[src/rtl/keypad_pkg.sv]
// Shared types and sizes for the keypad scanner: FSM states, scan-result kinds
// and matrix geometry.
package keypad_pkg;

   localparam int NUM_ROWS = 4;
   localparam int NUM_COLS = 4;
   localparam int KEY_W    = 4;

   typedef enum logic [1:0] {
      IDLE,
      DEB_PRESS,
      HELD,
      DEB_REL
   } key_state_t;

   typedef enum logic [1:0] {
      NONE,
      SINGLE,
      MULTI
   } scan_kind_t;

endpackage

[src/rtl/keypad_col_strobe.sv]
// Column strobe: dwell divider plus one-hot-low column rotation, with a sample
// strobe at the last dwell cycle and a scan-complete strobe on column 3.
module keypad_col_strobe
   import keypad_pkg::*;
#(
   parameter int SCAN_DIV = 50000
) (
   input  logic                clk,
   input  logic                rst_n,
   output logic [NUM_COLS-1:0] col_out,
   output logic [1:0]          col_idx,
   output logic                sample_en,
   output logic                scan_done
);

   localparam int              DIV_W    = $clog2(SCAN_DIV);
   localparam logic [DIV_W-1:0] DIV_LAST = DIV_W'(SCAN_DIV - 1);

   logic [DIV_W-1:0] div_q;

   assign sample_en = (div_q == DIV_LAST);
   assign scan_done = sample_en && (col_idx == 2'd3);

   // col_out is kept as its own register so the pad drive never glitches.
   always_ff @(posedge clk or negedge rst_n) begin
      if (!rst_n) begin
         div_q   <= '0;
         col_idx <= 2'd0;
         col_out <= 4'b1110;
      end else if (sample_en) begin
         div_q   <= '0;
         col_idx <= col_idx + 2'd1;
         col_out <= {col_out[NUM_COLS-2:0], col_out[NUM_COLS-1]};
      end else begin
         div_q   <= div_q + DIV_W'(1);
      end
   end

endmodule

[src/rtl/keypad_scanner.sv]
// 4x4 keypad scanner: strobes columns, synchronises rows, classifies each full
// scan and debounces presses/releases into a single key_pressed pulse.
module keypad_scanner
   import keypad_pkg::*;
#(
   parameter int SCAN_DIV       = 50000,
   parameter int DEBOUNCE_SCANS = 4
) (
   input  logic                clk,
   input  logic                rst_n,
   input  logic [NUM_ROWS-1:0] row_in,
   output logic [NUM_COLS-1:0] col_out,
   output logic                key_pressed,
   output logic [KEY_W-1:0]    key_value,
   output logic                key_held
);

   localparam logic [3:0] DEB_LAST = 4'(DEBOUNCE_SCANS);

   logic [1:0]          col_idx;
   logic                sample_en;
   logic                scan_done;
   logic [NUM_ROWS-1:0] row_s1, row_s2;

   keypad_col_strobe #(.SCAN_DIV(SCAN_DIV)) u_strobe (
      .clk       (clk),
      .rst_n     (rst_n),
      .col_out   (col_out),
      .col_idx   (col_idx),
      .sample_en (sample_en),
      .scan_done (scan_done)
   );

   always_ff @(posedge clk or negedge rst_n) begin
      if (!rst_n) begin
         row_s1 <= 4'hF;
         row_s2 <= 4'hF;
      end else begin
         row_s1 <= row_in;
         row_s2 <= row_s1;
      end
   end

   // Per-column hit count and lowest low row; the accumulator saturates at 2
   // because anything beyond one hit is MULTI regardless of how many.
   logic [2:0]       col_hits;
   logic [1:0]       col_row;
   logic [1:0]       acc_n_q, acc_n_in, acc_n_next;
   logic [KEY_W-1:0] acc_code_q, code_next;
   logic [2:0]       sum;

   always_comb begin
      col_hits = '0;
      col_row  = '0;
      for (int r = NUM_ROWS - 1; r >= 0; r--) begin
         if (!row_s2[r]) begin
            col_hits = col_hits + 3'd1;
            col_row  = 2'(r);
         end
      end
      acc_n_in   = (col_idx == 2'd0) ? 2'd0 : acc_n_q;
      sum        = {1'b0, acc_n_in} + col_hits;
      acc_n_next = (sum >= 3'd2) ? 2'd2 : sum[1:0];
      code_next  = (acc_n_in == 2'd0) ? {col_row, col_idx} : acc_code_q;
   end

   logic             res_valid_q;
   scan_kind_t       res_kind_q;
   logic [KEY_W-1:0] res_code_q;

   always_ff @(posedge clk or negedge rst_n) begin
      if (!rst_n) begin
         acc_n_q     <= '0;
         acc_code_q  <= '0;
         res_valid_q <= 1'b0;
         res_kind_q  <= NONE;
         res_code_q  <= '0;
      end else begin
         res_valid_q <= 1'b0;
         if (sample_en) begin
            acc_n_q    <= acc_n_next;
            acc_code_q <= code_next;
         end
         if (scan_done) begin
            res_valid_q <= 1'b1;
            res_code_q  <= code_next;
            case (acc_n_next)
               2'd0:    res_kind_q <= NONE;
               2'd1:    res_kind_q <= SINGLE;
               default: res_kind_q <= MULTI;
            endcase
         end
      end
   end

   key_state_t       state_q, state_d;
   logic [3:0]       cnt_q, cnt_d;
   logic [KEY_W-1:0] cand_q, cand_d;
   logic [KEY_W-1:0] value_d;
   logic             pulse_d;

   always_comb begin
      state_d = state_q;
      cnt_d   = cnt_q;
      cand_d  = cand_q;
      value_d = key_value;
      pulse_d = 1'b0;
      if (res_valid_q) begin
         case (state_q)
            IDLE: begin
               if (res_kind_q == SINGLE) begin
                  state_d = DEB_PRESS;
                  cand_d  = res_code_q;
                  cnt_d   = 4'd1;
               end
            end
            DEB_PRESS: begin
               if (res_kind_q == SINGLE && res_code_q == cand_q) begin
                  if (cnt_q + 4'd1 == DEB_LAST) begin
                     state_d = HELD;
                     cnt_d   = 4'd0;
                     pulse_d = 1'b1;
                     value_d = cand_q;
                  end else begin
                     cnt_d   = cnt_q + 4'd1;
                  end
               end else if (res_kind_q == SINGLE) begin
                  cand_d = res_code_q;
                  cnt_d  = 4'd1;
               end else begin
                  state_d = IDLE;
                  cnt_d   = 4'd0;
               end
            end
            HELD: begin
               if (res_kind_q == NONE) begin
                  state_d = DEB_REL;
                  cnt_d   = 4'd1;
               end
            end
            DEB_REL: begin
               if (res_kind_q == NONE) begin
                  if (cnt_q + 4'd1 == DEB_LAST) begin
                     state_d = IDLE;
                     cnt_d   = 4'd0;
                  end else begin
                     cnt_d   = cnt_q + 4'd1;
                  end
               end else begin
                  state_d = HELD;
                  cnt_d   = 4'd0;
               end
            end
            default: begin
               state_d = IDLE;
               cnt_d   = 4'd0;
            end
         endcase
      end
   end

   always_ff @(posedge clk or negedge rst_n) begin
      if (!rst_n) begin
         state_q     <= IDLE;
         cnt_q       <= '0;
         cand_q      <= '0;
         key_value   <= '0;
         key_pressed <= 1'b0;
      end else begin
         state_q     <= state_d;
         cnt_q       <= cnt_d;
         cand_q      <= cand_d;
         key_value   <= value_d;
         key_pressed <= pulse_d;
      end
   end

   assign key_held = (state_q == HELD) || (state_q == DEB_REL);

endmodule

[config.mk]
export PLATFORM = sky130hd
export DESIGN_NAME = keypad_scanner
export DESIGN_NICKNAME = d
export VERILOG_FILES = /design/src/rtl/keypad_pkg.sv /design/src/rtl/keypad_col_strobe.sv /design/src/rtl/keypad_scanner.sv
export SDC_FILE = /design/constraint.sdc
export NUM_CORES = 1
export LEC_CHECK = 0
export CAP_MARGIN = 15
export CELL_PAD_IN_SITES_DETAIL_PLACEMENT = 0
export CELL_PAD_IN_SITES_GLOBAL_PLACEMENT = 1
export CORE_MARGIN = 2
export CORE_UTILIZATION = 51
export CTS_CLUSTER_SIZE = 12
export DETAILED_ROUTE_END_ITERATION = 10
export PLACE_DENSITY_LB_ADDON = 0.1
export REMOVE_ABC_BUFFERS = 1
export SYNTH_ARGS = -nofsm -noshare
export SYNTH_HDL_FRONTEND = slang
export SYNTH_SLANG_ARGS = --single-unit
[constraint.sdc]
create_clock -name clk -period 4.7 [get_ports clk]
set_input_delay 0.94 -clock clk [delete_from_list [all_inputs] [get_ports clk]]
set_output_delay 0.94 -clock clk [all_outputs]
set_load 0.02 [all_outputs]
Word-level counts from Yosys, hierarchy flattened

Cells that the tools add are included.

Flip-flop bits (word level): 58
Input bits: 6
Output and inout port bits: 10
Logic and storage cells: 87

$add $sub $neg: 7
$lt $le $gt $ge: 1
Equal/unequal tests: 15
Multiplexer cells: 36
Reductions and logical operators: 13

Operators by type and width:

| operator                                            | number |
|---|---|
| 2-to-1 mux 4 bit                                    | 8 |
| 2-to-1 mux 2 bit                                    | 13 |
| adder 16 x 1 -> 16 bit, second input constant       | 1 |
| equality test 16 bit, second input constant         | 1 |
| 2-to-1 mux 16 bit                                   | 1 |
| one-hot mux 4 bit (4 select lines)                  | 1 |
| logical NOT 2 bit                                   | 5 |
| adder 3 x 1 -> 3 bit, second input constant         | 3 |
| 2-to-1 mux 3 bit                                    | 3 |
| inequality test 3 bit, second input constant        | 3 |
| one-hot mux 2 bit (4 select lines)                  | 1 |
| one-hot mux 4 bit (2 select lines)                  | 1 |
| 2-to-1 mux 1 bit                                    | 7 |
| equality test 2 x 1 -> 1 bit, second input constant | 3 |
| equality test 2 bit, second input constant          | 3 |
| inequality test 2 bit, second input constant        | 3 |
| AND reduction 3 bit                                 | 2 |
| AND reduction 6 bit                                 | 1 |
| adder 4 x 1 -> 4 bit, second input constant         | 1 |
| equality test 4 x 3 -> 1 bit, second input constant | 1 |
| equality test 4 bit                                 | 1 |
| one-hot mux 2 bit (2 select lines)                  | 1 |
| AND reduction 4 bit                                 | 1 |
| adder 2 x 3 -> 3 bit                                | 1 |
| other kinds (5)                                     | 6 |

Depth between registers and ports, before layout

Gate-level depths: netlist of run 1.

Depth after elaboration: 12
Gate-level depth with buffers: 11
Mapped depth without buffers: 11

Cells and area by module

From an unflattened synthesis of run 1, not the netlist that was laid out.

Cell total of the unflattened synthesis: 239
Area total of the unflattened synthesis: 2765.2 µm²

By module, submodules not included:

| module            | instances | cells each | area each (µm²) | sequential area each (µm²) |
|---|---|---|---|---|
| keypad_scanner    | 1         | 154        | 1761.7          | 910.9 |
| keypad_col_strobe | 1         | 85         | 1003.5          | 554.3 |

Worst setup path before layout of run 1

Ideal clock, no wire load.

Path type: flip-flop to flip-flop
Start: register row_s2[2]
End: register res_kind_q[1]
Library setup time: 127 ps
Arrival: 2831 ps
Path slack: 1741 ps
Stages on the path, launching flop included: 11
Buffers on the path: 0
Period minus slack after synthesis: 2959 ps
Cells stage by stage: dfstp_2 > inv_1 > ha_1 > xnor2_1 > ha_1 > mux2_2 > fa_1 > xnor2_1 > xnor2_1 > or2_2 > mux2_1

Cells in the longest elaborated chain, start to end: 10
Elaborated cells on any way between the ends: 11
Classes of those cells: 3 x add/sub; 1 x order compare; 1 x eq/ne; 5 x mux; 1 x reduce/logical

RTL lines:

| item                                                              | RTL line             | source |
|---|---|---|
| from (decl)                                                       | keypad_scanner.sv:23 | `logic [NUM_ROWS-1:0] row_s1, row_s2;` |
| from (signal assigned)                                            | keypad_scanner.sv:40 | `row_s2 <= row_s1;` |
| 2-to-1 mux 3 bit *                                                | keypad_scanner.sv:56 | `if (!row_s2[r]) begin` |
| adder 3 x 1 -> 3 bit                                              | keypad_scanner.sv:57 | `col_hits = col_hits + 3'd1;` |
| 2-to-1 mux 3 bit *                                                | keypad_scanner.sv:56 |  |
| adder 3 x 1 -> 3 bit                                              | keypad_scanner.sv:57 |  |
| 2-to-1 mux 3 bit *                                                | keypad_scanner.sv:56 |  |
| adder 2 x 3 -> 3 bit *                                            | keypad_scanner.sv:62 | `sum = {1'b0, acc_n_in} + col_hits;` |
| >= comparator 3 x 2 -> 1 bit                                      | keypad_scanner.sv:63 | `acc_n_next = (sum >= 3'd2) ? 2'd2 : sum[1:0];` |
| 2-to-1 mux 2 bit *                                                | keypad_scanner.sv:63 |  |
| equality test 2 x 1 -> 1 bit or logical NOT 2 bit (tied branches) | keypad_scanner.sv:87 | `case (acc_n_next)` |
| one-hot mux 2 bit (2 select lines) *                              | keypad_scanner.sv:87 |  |
| to (signal assigned)                                              | keypad_scanner.sv:88 | `2'd0: res_kind_q <= NONE;` |
| to (signal assigned)                                              | keypad_scanner.sv:89 | `2'd1: res_kind_q <= SINGLE;` |
| to (signal assigned)                                              | keypad_scanner.sv:90 | `default: res_kind_q <= MULTI;` |
| to (decl)                                                         | keypad_scanner.sv:68 | `scan_kind_t res_kind_q;` |

Every way passes the cells marked *; elsewhere a longest branch is shown, timed or not.
A chain may end at the register's enable or synchronous reset.

Worst setup path after layout of run 1

Start: register row_s2[2]
End: register acc_n_q[0]

Cells in the longest elaborated chain, start to end: 8

RTL lines:

| item                         | RTL line             | source |
|---|---|---|
| 2-to-1 mux 3 bit *           | keypad_scanner.sv:56 |  |
| adder 3 x 1 -> 3 bit         | keypad_scanner.sv:57 |  |
| 2-to-1 mux 3 bit *           | keypad_scanner.sv:56 |  |
| adder 3 x 1 -> 3 bit         | keypad_scanner.sv:57 |  |
| 2-to-1 mux 3 bit *           | keypad_scanner.sv:56 |  |
| adder 2 x 3 -> 3 bit *       | keypad_scanner.sv:62 |  |
| >= comparator 3 x 2 -> 1 bit | keypad_scanner.sv:63 |  |
| 2-to-1 mux 2 bit *           | keypad_scanner.sv:63 |  |
| to (signal assigned)         | keypad_scanner.sv:81 | `acc_n_q <= acc_n_next;` |
| to (decl)                    | keypad_scanner.sv:48 | `logic [1:0] acc_n_q, acc_n_in, acc_n_next;` |

Marks and branches as above.

==> results of run 1 <==
-- cell families after synthesis --
kind of cell / synth area share, %
fa+ha+maj: 5.79
buf+inv: 1.84
compound gates: 7.30
flops: 53.8
mux: 6.11
simple gates: 17.5
xor+xnor: 7.71
-- registers in the layout, indices dropped and copies added, names as in the netlist --
name and flops:
cand_q 4, res_kind_q 2, state_q 2, key_value 4, u_strobe.col_out 4, key_pressed 1, acc_code_q 4, cnt_q 4
row_s2 4, res_code_q 4, u_strobe.div_q 16, res_valid_q 1, acc_n_q 2, u_strobe.col_idx 2, row_s1 4
-- cells in the final DEF (no fill, tap or decap), types with 2 or more instances in the layout --
| cell | netlist | final |
|---|---|---|
| mux2i_1 | 2 | 2 |
| and2_1 | 2 | 2 |
| dfrtp_1 | 47 | 47 |
| nand2_1 | 30 | 30 |
| a21boi_0 | 2 | 2 |
| nor4_1 | 2 | 2 |
| xnor2_1 | 16 | 16 |
| a22o_1 | 2 | 2 |
| o21ai_0 | 14 | 14 |
| mux2_2 | 11 | 11 |
| clkinvlp_4 | 0 | 2 |
| nand4_1 | 3 | 3 |
| and3_1 | 4 | 4 |
| ha_1 | 11 | 11 |
| nand2b_1 | 4 | 4 |
| nor2_1 | 22 | 22 |
| buf_4 | 0 | 2 |
| nand3_1 | 6 | 6 |
| inv_1 | 7 | 7 |
| dfstp_2 | 11 | 11 |
| a21oi_1 | 3 | 3 |
| mux2_1 | 2 | 2 |
| clkbuf_8 | 0 | 11 |
| nor3_1 | 4 | 4 |
| clkdlybuf4s50_1 | 0 | 14 |
| xor2_1 | 8 | 8 |
| nor2b_1 | 4 | 4 |
-- layer usage --
layer | vias to the layer above | share of wire, % | routed length, um | global-route usage [%]
met1 | 861 | 50 | 2240 | 23.2
met3 | 10 | 3.5 | 159 | 3.53
met4 | 0 | 2.3 | 104 | 10.2
met5 | - | 0 | 0 | 0
li1 | 889 | - | - | -
met2 | 35 | 44 | 2000 | 27.8
-- final cells by class --
cell class,count,share of cell area [%]
Timing Repair Buffer,17,5.07
Sequential cell,58,46.4
Multi-Input combinational cell,174,38.3
Tap cell,70,2.77
Clock inverter,4,1.58
Inverter,8,0.951
Clock buffer,12,4.91
-- through the flow --
step	std cells	utilization (%)	cell area, um2	power, mW
CTS	343	61.4	3160	1.02
global placement	327	57.4	2950	0.551
global route	343	61.4	3160	1.05
floorplan	240	-	2710	0.534
detailed placement	327	57.4	2950	0.552
finish	343	61.4	3160	1.01
-- worst min-delay path by stage --
stage,slack (ns),cells after the start,to,startpoint
global placement,0.35,0,row_s2[1],row_s1[1]
CTS,0.36,0,row_s2[2],row_s1[2]
global route,0.36,0,row_s2[1],row_s1[1]
detailed placement,0.35,0,row_s2[2],row_s1[2]
floorplan,0.35,0,row_s2[0],row_s1[0]
finish,0.35,0,row_s2[2],row_s1[2]
-- worst max-delay path, cell delays in order (launching register included) --
cell and delay [ns]:
dfstp_2 0.56, inv_1 0.05, ha_1 0.31, xnor2_1 0.23, ha_1 0.27, mux2_2 0.28
fa_1 0.40, xnor2_1 0.19, xnor2_1 0.09, or3b_2 0.47, o21ai_0 0.15
-- power by group through the flow --
stage	clock network, mW	registers [mW]	logic (mW)
floorplan	0	0.517	0.0174
global placement	0	0.517	0.0344
detailed placement	0	0.517	0.0351
CTS	0.481	0.508	0.0353
global route	0.501	0.508	0.0401
finish	0.470	0.508	0.0337
-- synthesized netlist by cell type, types with 4 or more instances --
library cell  instances  area share (%)
ha_1                 11             5.1
nor3_1                4            0.73
dfrtp_1              47              43
xnor2_1              16             5.1
clkbuf_1              4            0.55
nand3_1               6             1.1
nor2b_1               4            0.92
dfstp_2              11              11
nor2_1               22             3.0
mux2_2               11             4.5
xor2_1                8             2.6
nand2b_1              4            0.92
inv_1                 7            0.96
nand2_1              30             4.1
o21ai_0              14             2.6
and3_1                4            0.92
==> results.sh, run 1 <==
export IMPL_vias=1795
export IMPL_tightest_slew_ns=0.713
export IMPL_grt_max_degree=59
export IMPL_insertion_delay_ns=0.33
export IMPL_internal_power_uw=793
export IMPL_crit_path_start="row_s2[2]"
export IMPL_period_minus_slack_ns=3.07
export IMPL_core_um2=5140
export IMPL_post_cts_buffers=0
export IMPL_fin_setup_tns_ns=0
export IMPL_r2r_cells=10
export IMPL_synth_distinct_cells=48
export IMPL_power_frac_comb_pct=3.3
export IMPL_ant_nets=0
export IMPL_tritoncts="built"
export IMPL_status="completed"
export IMPL_die_w_um=77.1
export IMPL_clk_path_buf_depth=2
export IMPL_first_pass_iters=4
export IMPL_wire_per_inst_um=13.1
export IMPL_cp_arrival_ns=3.32
export IMPL_avgSynthCellArea_um2=11.1
export IMPL_synthesis_area_um2=2730
export IMPL_crit_type="reg -> reg"
export IMPL_pin_count=16
export IMPL_ys_flop_type="dfrtp_1"
export IMPL_switching_share_pct=21.6
export IMPL_yosys_warnings=0
export IMPL_async_flop_share_pct=100
export IMPL_setup_viol=0
export IMPL_n_antenna_cell=0
export IMPL_p_leak_nw=1.46
export IMPL_syn_inst=245
export IMPL_worst_ir_drop_vdd_mv=0.186
export IMPL_dpl_hpwl_mm=3.11
export IMPL_rr_startpoint="row_s2[2]"
export IMPL_cts_sinks=58
export IMPL_fin_hold_ws_ns=0.355
export IMPL_setup_ws_ns=1.63
export IMPL_required_ns=4.95
export IMPL_synth_seq_area_share_pct=53.8
export IMPL_antenna_found_initial=0
export IMPL_start_kind="register"
export IMPL_gp_congestion=0.771
export IMPL_crit_end="acc_n_q[0]"
export IMPL_root_buffer="clkbuf_8"
export IMPL_r2r_end="acc_n_q[0]"
export IMPL_cap_violations=0
export IMPL_chipHeight_um=77.1
export IMPL_hold_violations=0
export IMPL_cp_end_kind="register"
export IMPL_routed_wl_mm=4.50
export IMPL_drive_above_1_share_pct=17.2
export IMPL_timing_fmax_ghz=0.326
export IMPL_fin_crit_sh_pct=65.2
export IMPL_p_seq_share_pct=50.2
export IMPL_cts_buffers=9
export IMPL_seqCellArea_um2=1470
export IMPL_post_cts_resized=0
export IMPL_die_area_um2=5940
export IMPL_track_usage_pct=17.8
export IMPL_nets=286
export IMPL_fin_skew_ns=0.00899
export IMPL_post_drt_via_cell_ratio=5.23
export IMPL_pre_cts_slack_ns=1.58
export IMPL_drv_slew=0
export IMPL_fillers=463
export IMPL_synthToLayoutAreaGrowth_pct=15.9
export IMPL_clk_pin_slew_ns=0.07
export IMPL_cts_max_level=3
export IMPL_synth_edf_count=0
export IMPL_grt_pass1_wl_mm=8.27
export IMPL_grt_setup_unrepaired="no"
export IMPL_drc=0
export IMPL_powerDensity_nw_per_um2=320
export IMPL_drt_iter0_drc=77
export IMPL_holdCritPathClass="reg -> reg"
export IMPL_clkPwrFrac_pct=46.4
export IMPL_multi_input_area_um2=1210
export IMPL_cp_max_fo=4
export IMPL_cts_hold_fix_buffers=0
export IMPL_rows=26
export IMPL_overflow=0
export IMPL_rrSetupSlack_ns=1.63
export IMPL_grt_pass1_vias=1855
export IMPL_io_buffers=15
export IMPL_initial_core_util_pct=53.0
export IMPL_max_slew_margin_pct=52.5
export IMPL_switchingPower_uw=218
export IMPL_ys_ff_latch=58
(Power assumes the default switching activity.)
==> inputs of run 2 (changes only) <==
CORE_UTILIZATION = 47   (was 51)
clock period = 3.01 ns   (was 4.7 ns; I/O delays follow)
==> results.sh, run 2 (synthesis gave the netlist of run 1 again) <==
export IMPL_status="completed"
export IMPL_drt_iter0_drc=77
export IMPL_power_mw=1.51
export IMPL_pre_cts_slack_ns=-0.0534
export IMPL_io_buffers=15
export IMPL_nets=289
export IMPL_die_area_um2=6420
export IMPL_pin_count=16
export IMPL_worst_ir_drop_vdd_mv=0.318
export IMPL_internal_power_mw=1.18
export IMPL_core_um2=5540
export IMPL_overflow=0
export IMPL_grt_pass1_wl_mm=8.35
export IMPL_start_kind="register"
export IMPL_wire_per_inst_um=13.1
export IMPL_switchingPower_uw=323
export IMPL_grt_max_degree=41
export IMPL_chipHeight_um=80.1
export IMPL_setup_viol=0
export IMPL_p_leak_nw=1.48
export IMPL_post_drt_via_cell_ratio=5.11
export IMPL_grt_setup_unrepaired="no"
export IMPL_largest_reg_flops=16
export IMPL_tritoncts="built"
export IMPL_cp_end_kind="register"
export IMPL_post_cts_buffers=0
export IMPL_synthToLayoutAreaGrowth_pct=16.8
export IMPL_clkPwrFrac_pct=43.1
export IMPL_crit_type="reg -> reg"
export IMPL_drc=0
export IMPL_routed_wl_mm=4.56
export IMPL_holdCritPathClass="reg -> reg"
export IMPL_switching_share_pct=21.4
export IMPL_cts_max_level=3
export IMPL_final_common_cell="dfrtp_1"
export IMPL_root_buffer="clkbuf_8"
export IMPL_largest_register="u_strobe.div_q"
export IMPL_rows=27
export IMPL_grt_pass1_vias=1820
export IMPL_period_minus_slack_ns=2.88
export IMPL_max_slew_margin_pct=42.6
export IMPL_n_antenna_cell=0
export IMPL_drv_slew=0
export IMPL_clk_path_buf_depth=2
export IMPL_cp_arrival_ns=3.09
export IMPL_vias=1778
export IMPL_cts_buffers=9
export IMPL_clk_pin_slew_ns=0.06
export IMPL_first_pass_iters=4
export IMPL_power_frac_comb_pct=4.3
export IMPL_dpl_hpwl_mm=3.19
export IMPL_cts_sinks=58
export IMPL_hold_violations=0
export IMPL_insertion_delay_ns=0.33
export IMPL_ant_nets=0
export IMPL_gp_congestion=0.796
export IMPL_initial_core_util_pct=49.2
export IMPL_fin_skew_ns=0.00523
export IMPL_fin_crit_sh_pct=95.7
export IMPL_cts_hold_fix_buffers=0
export IMPL_mostFrequentLayoutCells="47 x dfrtp_1, 30 x nand2_1, 22 x nor2_1, 15 x xnor2_1, 14 x clkdlybuf4s50_1"
export IMPL_tightest_slew_ns=0.860
export IMPL_track_usage_pct=17.4
export IMPL_drive_above_1_share_pct=19.2
export IMPL_setup_ws_ns=0.130
export IMPL_timing_fmax_ghz=0.347
export IMPL_required_ns=3.22
export IMPL_cap_violations=0
export IMPL_powerDensity_nw_per_um2=474
export IMPL_die_w_um=80.1
export IMPL_antenna_found_initial=0
export IMPL_p_seq_share_pct=52.6
export IMPL_cp_max_fo=2
==> run 2: cell count changes in the layout (fill, tap and decap cells not counted), sizes merged <==
| cell | before | now |
|---|---|---|
| buf | 3 | 6 |
| bufinv | 1 | 0 |
| clkbuf | 12 | 14 |
| clkinv | 1 | 2 |
| clkinvlp | 2 | 0 |
==> run 2: worst max-delay path, cell delays in order (launching register included) <==
cell and delay, ns:
dfstp_2 0.53, inv_1 0.07, ha_4 0.25, xnor2_2 0.13, ha_1 0.28, mux2_2 0.29, fa_2 0.37, xnor2_1 0.14
xnor2_1 0.13, or2_2 0.28, mux2_1 0.29
==> run 2: path summary, 6_finish.rpt <==
path,end,slack (ns),start,depth (start not counted)
min in group asynchronous,cnt_q[3],0.39,rst_n,1
worst min register to register,row_s2[0],0.35,row_s1[0],0
worst max register to register,res_kind_q[1],0.13,row_s2[2],10
worst min-delay path,row_s2[0],0.35,row_s1[0],0
worst max-delay path,res_kind_q[1],0.13,row_s2[2],10
max in group asynchronous,acc_code_q[1],1.95,rst_n,2
==> run 2: what timing repair did <==
item	in CTS	in global routing
resized for setup	2	4
pin swaps	1	0
endpoints found under the setup margin	4	4
==> run 2: area by class of cell <==
cell class	count	area, um2
Inverter	8	30.0
Sequential cell	58	1470
Clock buffer	14	173
Fill cell	508	2360
Tap cell	72	90.1
Multi-Input combinational cell	174	1230
Timing Repair Buffer	20	183
Clock inverter	2	10.0
==> run 2: power groups by stage <==
stage | Sequential, mW | Combinational [mW] | Clock, mW
2_1_floorplan | 0.807 | 0.0272 | 0
5_1_grt | 0.794 | 0.0750 | 0.708
6_report | 0.793 | 0.0644 | 0.650
3_5_place_dp | 0.807 | 0.0615 | 0
3_3_place_gp | 0.807 | 0.0590 | 0
4_1_cts | 0.793 | 0.0655 | 0.669
==> run 2: per-stage QoR <==
step / cell area, um2 / instances / util, % / hold slack, ns / TNS [ns]
6_report: 3180 / 348 / 57.5 / 0.355 / 0
5_1_grt: 3180 / 348 / 57.5 / 0.362 / 0
4_1_cts: 3180 / 348 / 57.4 / 0.356 / 0
3_5_place_dp: 2980 / 332 / 53.7 / 0.347 / -0.110
3_3_place_gp: 2980 / 332 / 53.7 / 0.346 / 0
2_1_floorplan: 2710 / 240 / - / 0.306 / 0
==> run 2: per-layer routing <==
metal	routed length, um	up-vias	global-route usage (%)
li1	-	892	-
met1	2280	849	23.2
met2	2030	28	25.7
met3	136	9	4.72
met4	112	0	9.66
met5	0	-	0
==> inputs of run 3 (changes only) <==
TNS_END_PERCENT = 100   (was default)
==> results of run 3 <==
The final DEF is identical to that of run 2; final timing and power are the same.
